## config.mk

```make
export PLATFORM = sky130hd
export DESIGN_NAME = muldiv_sequencer
export DESIGN_NICKNAME = d
export VERILOG_FILES = /design/src/rtl/muldiv_sequencer.sv
export SDC_FILE = /design/constraint.sdc
export NUM_CORES = 1
export LEC_CHECK = 0
export ABC_AREA = 1
export CORE_UTILIZATION = 50
export CTS_CLUSTER_SIZE = 16
export DETAILED_ROUTE_END_ITERATION = 10
export GPL_TIMING_DRIVEN = 1
export MAX_ROUTING_LAYER = met4
export PLACE_DENSITY = 0.69
export SLEW_MARGIN = 20
export SYNTH_ARGS = -nofsm -noshare
export SYNTH_HDL_FRONTEND = slang
export SYNTH_SLANG_ARGS = --single-unit
```

## constraint.sdc

```tcl
create_clock -name CLK -period 3.7 [get_ports CLK]
set_input_delay 0.74 -clock CLK [delete_from_list [all_inputs] [get_ports CLK]]
set_output_delay 0.74 -clock CLK [all_outputs]
set_load 0.05 [all_outputs]
```

## src/rtl/muldiv_sequencer.sv

```systemverilog
// rtl/muldiv_sequencer.sv - RV32M multiply/divide sequencer; MULDIV_FAST_MUL_EN selects a single-cycle multiplier
module muldiv_sequencer #(
    parameter int XLEN = 32
) (
    input  logic            CLK,
    input  logic            RESET,
    input  logic            START,
    input  logic [2:0]      FUNC3,
    input  logic [XLEN-1:0] OPERAND1,
    input  logic [XLEN-1:0] OPERAND2,
    input  logic            FLUSH,
    output logic [XLEN-1:0] RESULT,
    output logic            DONE,
    output logic            BUSY,
    output logic            STALL
);

    localparam int              CW       = $clog2(XLEN);
    localparam logic [CW-1:0]   CNT_LAST = CW'(XLEN - 1);
    localparam logic [XLEN-1:0] INT_MIN  = {1'b1, {(XLEN-1){1'b0}}};

    typedef enum logic [1:0] {
        S_IDLE = 2'd0,
        S_MUL  = 2'd1,
        S_DIV  = 2'd2,
        S_DONE = 2'd3
    } state_t;

    state_t            state_q, state_d;
    logic [1:0]        sel_q, sel_d;        // FUNC3[1:0]; FUNC3[2] is implied by the state
    logic              neg_q, neg_d;        // negate the magnitude result at the end
    logic [CW-1:0]     cnt_q, cnt_d;
    logic [XLEN-1:0]   opb_q, opb_d;        // multiplicand magnitude, or divisor magnitude
    logic [2*XLEN-1:0] acc_q, acc_d;        // {hi, lo}: product, or {remainder, quotient}
    logic [XLEN-1:0]   result_q, result_d;

    logic              op1_signed, op2_signed;
    logic              op1_neg, op2_neg;
    logic [XLEN-1:0]   op1_mag, op2_mag;
    logic [XLEN:0]     div_shift, div_diff;

    // Signedness per op: MULH both, MULHSU rs1 only, DIV/REM both, the rest unsigned
    assign op1_signed = FUNC3[2] ? ~FUNC3[0] : (FUNC3[1] ^ FUNC3[0]);
    assign op2_signed = FUNC3[2] ? ~FUNC3[0] : (FUNC3[1:0] == 2'b01);
    assign op1_neg    = op1_signed & OPERAND1[XLEN-1];
    assign op2_neg    = op2_signed & OPERAND2[XLEN-1];
    assign op1_mag    = op1_neg ? -OPERAND1 : OPERAND1;
    assign op2_mag    = op2_neg ? -OPERAND2 : OPERAND2;

`ifdef MULDIV_FAST_MUL_EN
    logic [2*XLEN-1:0] mul_full;
    assign mul_full = {{XLEN{1'b0}}, opb_q} * {{XLEN{1'b0}}, acc_q[XLEN-1:0]};
`else
    logic [XLEN:0] mul_sum;
    // Shift-add: add the multiplicand into the high half when the current multiplier bit is set
    assign mul_sum = {1'b0, acc_q[2*XLEN-1:XLEN]} + (acc_q[0] ? {1'b0, opb_q} : '0);
`endif

    // Restoring step: shift the next dividend bit into the remainder and trial-subtract
    assign div_shift = {acc_q[2*XLEN-1:XLEN], acc_q[XLEN-1]};
    assign div_diff  = div_shift - {1'b0, opb_q};

    function automatic logic [XLEN-1:0] mul_pick(input logic [2*XLEN-1:0] prod,
                                                  input logic neg, input logic low);
        logic [2*XLEN-1:0] p;
        p = neg ? -prod : prod;
        return low ? p[XLEN-1:0] : p[2*XLEN-1:XLEN];
    endfunction

    function automatic logic [XLEN-1:0] div_pick(input logic [2*XLEN-1:0] qr,
                                                  input logic neg, input logic rem);
        logic [XLEN-1:0] r;
        r = rem ? qr[2*XLEN-1:XLEN] : qr[XLEN-1:0];
        return neg ? -r : r;
    endfunction

    // State register and datapath registers
    always_ff @(posedge CLK) begin
        if (RESET) begin
            state_q  <= S_IDLE;
            sel_q    <= '0;
            neg_q    <= 1'b0;
            cnt_q    <= '0;
            opb_q    <= '0;
            acc_q    <= '0;
            result_q <= '0;
        end else begin
            state_q  <= state_d;
            sel_q    <= sel_d;
            neg_q    <= neg_d;
            cnt_q    <= cnt_d;
            opb_q    <= opb_d;
            acc_q    <= acc_d;
            result_q <= result_d;
        end
    end

    // Next-state logic, operand capture, iteration and result formation
    always_comb begin
        state_d  = state_q;
        sel_d    = sel_q;
        neg_d    = neg_q;
        cnt_d    = cnt_q;
        opb_d    = opb_q;
        acc_d    = acc_q;
        result_d = result_q;

        case (state_q)
            S_IDLE: begin
                if (START && !FLUSH) begin
                    sel_d = FUNC3[1:0];
                    cnt_d = '0;
                    neg_d = (FUNC3[2] && FUNC3[1]) ? op1_neg : (op1_neg ^ op2_neg);
                    if (!FUNC3[2]) begin
                        opb_d   = op1_mag;
                        acc_d   = {{XLEN{1'b0}}, op2_mag};
                        state_d = S_MUL;
                    end else if (OPERAND2 == '0) begin
                        result_d = FUNC3[1] ? OPERAND1 : '1;
                        state_d  = S_DONE;
                    end else if (!FUNC3[0] && OPERAND1 == INT_MIN && OPERAND2 == '1) begin
                        result_d = FUNC3[1] ? '0 : INT_MIN;
                        state_d  = S_DONE;
                    end else begin
                        opb_d   = op2_mag;
                        acc_d   = {{XLEN{1'b0}}, op1_mag};
                        state_d = S_DIV;
                    end
                end
            end
            S_MUL: begin
`ifdef MULDIV_FAST_MUL_EN
                acc_d    = mul_full;
                result_d = mul_pick(mul_full, neg_q, sel_q == 2'b00);
                state_d  = S_DONE;
`else
                acc_d = {mul_sum, acc_q[XLEN-1:1]};
                cnt_d = cnt_q + CW'(1);
                if (cnt_q == CNT_LAST) begin
                    result_d = mul_pick(acc_d, neg_q, sel_q == 2'b00);
                    state_d  = S_DONE;
                end
`endif
            end
            S_DIV: begin
                if (!div_diff[XLEN]) begin
                    acc_d = {div_diff[XLEN-1:0], acc_q[XLEN-2:0], 1'b1};
                end else begin
                    acc_d = {div_shift[XLEN-1:0], acc_q[XLEN-2:0], 1'b0};
                end
                cnt_d = cnt_q + CW'(1);
                if (cnt_q == CNT_LAST) begin
                    result_d = div_pick(acc_d, neg_q, sel_q[1]);
                    state_d  = S_DONE;
                end
            end
            S_DONE: begin
                state_d = S_IDLE;
            end
            default: begin
                state_d = S_IDLE;
            end
        endcase

        // A redirect kills whatever is in flight and keeps the last delivered result
        if (FLUSH) begin
            state_d  = S_IDLE;
            result_d = result_q;
        end
    end

    assign RESULT = result_q;
    assign DONE   = (state_q == S_DONE);
    assign BUSY   = (state_q == S_MUL) || (state_q == S_DIV);
    assign STALL  = ((state_q == S_IDLE) && START && !FLUSH) || BUSY;

endmodule

```

# ---- Word level (Yosys, flattened, before mapping)
# Index checks and enable logic that the tools add are counted.
dict set report word_totals {
  ramBits 0
  register_bits 138
  input_bits 71
  elab_cells 97
  mem_bits_ro 0
  latchBits 0
  out_inout_bits 35
  mem_count 0
}
dict set report op_classes {
  n_addsub 7
  reduce_logical 23
  order_cmp 0
  div 0
  multipliers 0
  n_eq_ne 17
  bitwise 6
  shifts 0
  mux 37
}
# cell n
set ops {}
lappend ops {{$mux W32} 17}
lappend ops {{$mux W64} 7}
lappend ops {{$pmux W64 S3} 1}
lappend ops {{$neg A32 Y32} 3}
lappend ops {{$pmux W32 S3} 1}
lappend ops {{$eq A32 B32 Y1 const B} 2}
lappend ops {{$neg A64 Y64} 1}
lappend ops {{$add A32 B32 Y33} 1}
lappend ops {{$sub A33 B32 Y33} 1}
lappend ops {{$logic_not A32 Y1} 1}
lappend ops {{$ne A2 B2 Y1 const B} 6}
lappend ops {{$pmux W5 S2} 1}
lappend ops {{$ne A3 B3 Y1 const B} 3}
lappend ops {{$reduce_and A4 Y1} 2}
lappend ops {{$reduce_and A7 Y1} 1}
lappend ops {{$logic_and A1 B1 Y1} 6}
lappend ops {{$mux W2} 3}
lappend ops {{$pmux W2 S3} 1}
lappend ops {{$reduce_and A2 Y1} 3}
lappend ops {{$add A5 B1 Y5 const B} 1}
lappend ops {{$eq A5 B5 Y1 const B} 1}
lappend ops {{$mux W1} 5}
lappend ops {{$mux W5} 1}
lappend ops {{$eq A2 B1 Y1 const B} 2}
lappend ops {{11 further kinds} 19}

# ---- Logic depth before layout (Yosys ltp)
dict set report depth {
  depth_word 9
  mapped_depth 31
  ltp_nobuf 30
}

# ---- Least setup slack after synthesis
# No wires, ideal clock.
dict set report synth_path {
  kind {register -> register}
  from {register acc_q[0]}
  to {register result_q[30] (netlist: RESULT[30])}
  n_path_buf 2
  arrival_time_ps 3237
  slack_ps 332
  setup_time_ps 131
  t_required_ps 3569
  period_less_slack_ps 3368
  path_stages_with_launch 27
  cell_sequence {dfxtp_1 clkbuf_1 clkbuf_1 nand2_1 inv_1 ha_1 fa_1 nand2_1 nand2_1 o21ai_0 o21ai_0 nand2_1 nand2_1 nand2_1 nand2_1 xnor2_1 nand2_1 nor2_1 nand2_1 o21ai_1 nand2_1 nand2_1 nand3_1 a21oi_1 nand2_1 nand2_1 a21oi_2}
}
dict set report synth_between {
  elab_chain_cells 7
  elab_cells_between_ends 13
  classes_between {add/sub: 3; mux: 10}
}
# element line_no
set synth_rtl {}
lappend synth_rtl {{from (decl)} 34} ;# logic [2*XLEN-1:0] acc_q, acc_d;
lappend synth_rtl {{from (signal assigned)} 85} ;# acc_q <= '0;
lappend synth_rtl {{from (signal assigned)} 93} ;# acc_q <= acc_d;
lappend synth_rtl {{$mux W32 / $mux W64 (equally long branches)} {56, 146}}
lappend synth_rtl {{$add A32 B32 Y33 / $mux W64 (equally long branches)} {56, 108}}
lappend synth_rtl {{$neg A64 Y64 / $mux W32 (equally long branches)} {66, 73}}
lappend synth_rtl {{$mux W64 / $neg A32 Y32 (equally long branches)} {66, 74}}
lappend synth_rtl {{$mux W32, on equally long branches} {67, 74}}
lappend synth_rtl {{$mux W32, on equally long branches} {139, 152}}
lappend synth_rtl {{$pmux W32 S3 *} 108} ;# case (state_q)
lappend synth_rtl {{to (signal assigned)} 94} ;# result_q <= result_d;
lappend synth_rtl {{to (decl)} 35} ;# logic [XLEN-1:0] result_q, result_d;
# Every way passes the cells marked *; elsewhere a longest branch is shown, timed or not. The select of a mux whose other input is x is not followed.
# A chain may end at the register's enable or synchronous reset.

# ---- Worst setup path in the final report
# Same ends and word-level chain as after synthesis.

==> results.py <==
metrics = {
    "status": {
        "outcome": "finished with violations",
        "violations": "setup timing",
    },
    "yosys": {
        "yosys_register_bits": 138,
        "synth_edf_count": 0,
        "synth_nets": 3293,
        "postSynthCellCount": 3144,
        "ys_async_sr_fraction": 0,
        "ys_warn_count": 0,
        "ys_types": 57,
        "syn_area_um2": 17400,
        "yosysSeqAreaShare": 0.158,
        "syn_area_per_cell_um2": 5.55,
        "synth_ff_type": "dfxtp_1",
    },
    "detailed_routing": {
        "drt_iter0_drc": 3126,
        "via_count": 24494,
        "viasPerCell": 6.11,
        "drtAntennaViolNets": 0,
        "dr.pass1.iters": 11,
        "wl_per_cell_um": 22.1,
        "drc_errors": 0,
        "wirelength_um": 88800,
    },
    "place": {
        "dp_hpwl_um": 68400,
        "pre_cts_slack_ns": -0.487,
        "gp_congestion": 1.11,
        "placedCellCount": 3945,
        "placed_area_um2": 21500,
        "port_buffers": 105,
    },
    "power": {
        "p_int_mw": 3.78,
        "p_sw_mw": 2.75,
        "ir_drop_v": 0.000384,
        "sw_frac_of_total": 0.421,
        "pwr-share-clk": 0.308,
        "seqPwrFrac": 0.250,
        "p_total_mw": 6.53,
        "p_leak_nw": 11.2,
        "pwr-share-comb": 0.442,
        "power_density_nw_per_um2": 273,
    },
    "floorplanning": {
        "io_pins": 106,
        "initial_core_util": 0.506,
        "die_x_um": 189,
        "core-area_um2": 34500,
        "rows": 68,
        "die_area_um2": 35600,
        "die_y_um": 189,
    },
    "sta": {
        "skew_ns": 0.0105,
        "fin_crit_ns": 3.71,
        "setup_tns_ns": -0.00836,
        "fmax_mhz": 270,
        "fin_crit_sh": 1.00,
        "slew-limit-headroom": 0.267,
        "setup_viol": 2,
        "hold_ws_ns": 0.467,
        "final_hold_viol_count": 0,
        "postLayoutSetupSlackWorst_ns": -0.00757,
        "slew_viol_final": 0,
        "grt_setup_unrepaired": "true",
        "tightest_slew_ns": 1.10,
    },
    "worst_setup_path": {
        "crit_fanout": 22,
        "worstPathRequired_ns": 4.09,
        "critPathKind": "reg -> reg",
        "critPathLaunchType": "flop",
        "end_kind": "flop",
        "critPathArrivalTime_ns": 4.09,
    },
    "final_layout": {
        "final_layout_size_suffix_gt1_frac": 0.232,
        "n_fill_cell": 3058,
        "area_growth_pct": 37.0,
        "multiInputGateArea_um2": 14000,
        "final_area_um2": 23900,
        "fin_nets": 3692,
        "final_cell_mix": "801 x nand2_1, 396 x inv_1, 388 x buf_4, 261 x nor2_1, 236 x a21oi_1",
        "seqCellArea_um2": 2790,
        "final_util": 0.693,
        "final_cells": 4011,
        "final_common_cell": "nand2_1",
    },
    "cts": {
        "cts_made_buffers": 17,
        "cts.reportedPaths.clkPinSlew_ns": 0.07,
        "ctsHoldBuffers": 0,
        "htreeDepth": 4,
        "max-clock-path-buffers": 2,
        "cts_sinks": 138,
        "cts_root_buf": "clkbuf_16",
        "cts_tree": "done",
        "clock_insertion_delay_worst_skew_ns": 0.47,
    },
    "grt": {
        "grt_pass1_wl_um": 129000,
        "grt_use_total": 0.486,
        "grt.overflow.total": 0,
        "grt_pass1_vias": 22604,
        "antenna_found_initial": 1,
        "grt_max_degree": 93,
    },
    "run": {
        "drv_cap": 0,
    },
    "hold_path": {
        "holdCritPathClass": "reg -> reg",
    },
}
worst paths after layout:
kind	startpoint	endpoint	slack [ns]	cells after the start
min	RESULT[20]$_SDFFE_PP0P_	RESULT[20]$_SDFFE_PP0P_	0.47	2
max	acc_q[0]$_SDFFE_PP0P_	RESULT[30]$_SDFFE_PP0P_	-0.008	23
max reg2reg	acc_q[0]$_SDFFE_PP0P_	RESULT[30]$_SDFFE_PP0P_	-0.008	23
min reg2reg	RESULT[20]$_SDFFE_PP0P_	RESULT[20]$_SDFFE_PP0P_	0.47	2
timing repair:
item                                   4_1_cts  5_1_grt
cloned                                       0        2
resized for setup                           20      356
pin swaps                                    4       95
buffers inserted                             2       31
endpoints found under the hold margin        0        0
setup endpoints to repair                   21       77
worst max-delay path, cell delays in order, from the launching register on:
cell and delay [ns]:
dfxtp_2 0.36, buf_4 0.16, buf_12 0.17, nand2_1 0.07, inv_1 0.09, ha_4 0.23
a21oi_4 0.19, o21ai_1 0.16, a21oi_2 0.21, buf_4 0.20, nand3_2 0.15, xor2_2 0.23
inv_2 0.11, nand3_2 0.12, nor2_4 0.18, nand2_2 0.08, o21ai_2 0.17, buf_4 0.14
nand3_1 0.08, nand3_2 0.10, a21oi_2 0.08, nand2_1 0.15, nand2_1 0.09, a21oi_2 0.12
registers in the layout (all words and copies together), names as in the netlist:
| register | count |
|---|---|
| RESULT | 32 |
| acc_q | 64 |
| cnt_q | 5 |
| neg_q | 1 |
| opb_q | 32 |
| sel_q | 2 |
| state_q | 2 |
layout make-up:
type	instances	share of cell area
diodes	1	0.000105
clock buffers	17	0.0178
flip-flops and latches	138	0.117
repair buffers	511	0.180
multi-input cells	2457	0.586
inverters	418	0.0661
well taps	455	0.0238
clock inverters	14	0.00916
Yosys cell counts, types with 19 or more instances:
master | number | share of area
o211ai_1 | 36 | 0.015
o22ai_1 | 28 | 0.010
nand4_1 | 41 | 0.015
a211oi_1 | 19 | 0.0082
o21ai_0 | 203 | 0.058
nor2_1 | 301 | 0.065
inv_1 | 407 | 0.088
nand3_1 | 235 | 0.067
xnor2_1 | 21 | 0.011
nand2_1 | 880 | 0.19
nor3_1 | 49 | 0.014
dfxtp_1 | 138 | 0.16
clkbuf_1 | 96 | 0.021
a31oi_1 | 45 | 0.016
ha_1 | 76 | 0.055
xor2_1 | 87 | 0.044
a21oi_1 | 277 | 0.079
nand2_2 | 26 | 0.0093
power by group through the flow:
stage / sequential (mW) / combinational (mW) / clock [mW]
final: 1.63 / 2.89 / 2.01
after CTS: 1.62 / 2.55 / 1.99
after detailed placement: 1.66 / 2.53 / 0
after floorplan: 1.64 / 1.45 / 0
after global placement: 1.65 / 2.51 / 0
after global routing: 1.64 / 3.05 / 2.05
cell families after synthesis:
kind of cell / after synthesis / share of synthesized area
compound gates: 669 / 0.215
simple gates: 1601 / 0.393
xor+xnor: 108 / 0.0542
flops: 138 / 0.158
buf+inv: 549 / 0.122
mux: 1 / 0.000574
fa+ha+maj: 78 / 0.0568
routing by layer:
metal / routed length, um / track usage
met3: 11000 / 0.115
met4: 7670 / 0.321
met5: 0 / -
met2: 39000 / 0.769
met1: 31200 / 0.546
(Power assumes the default switching activity.)
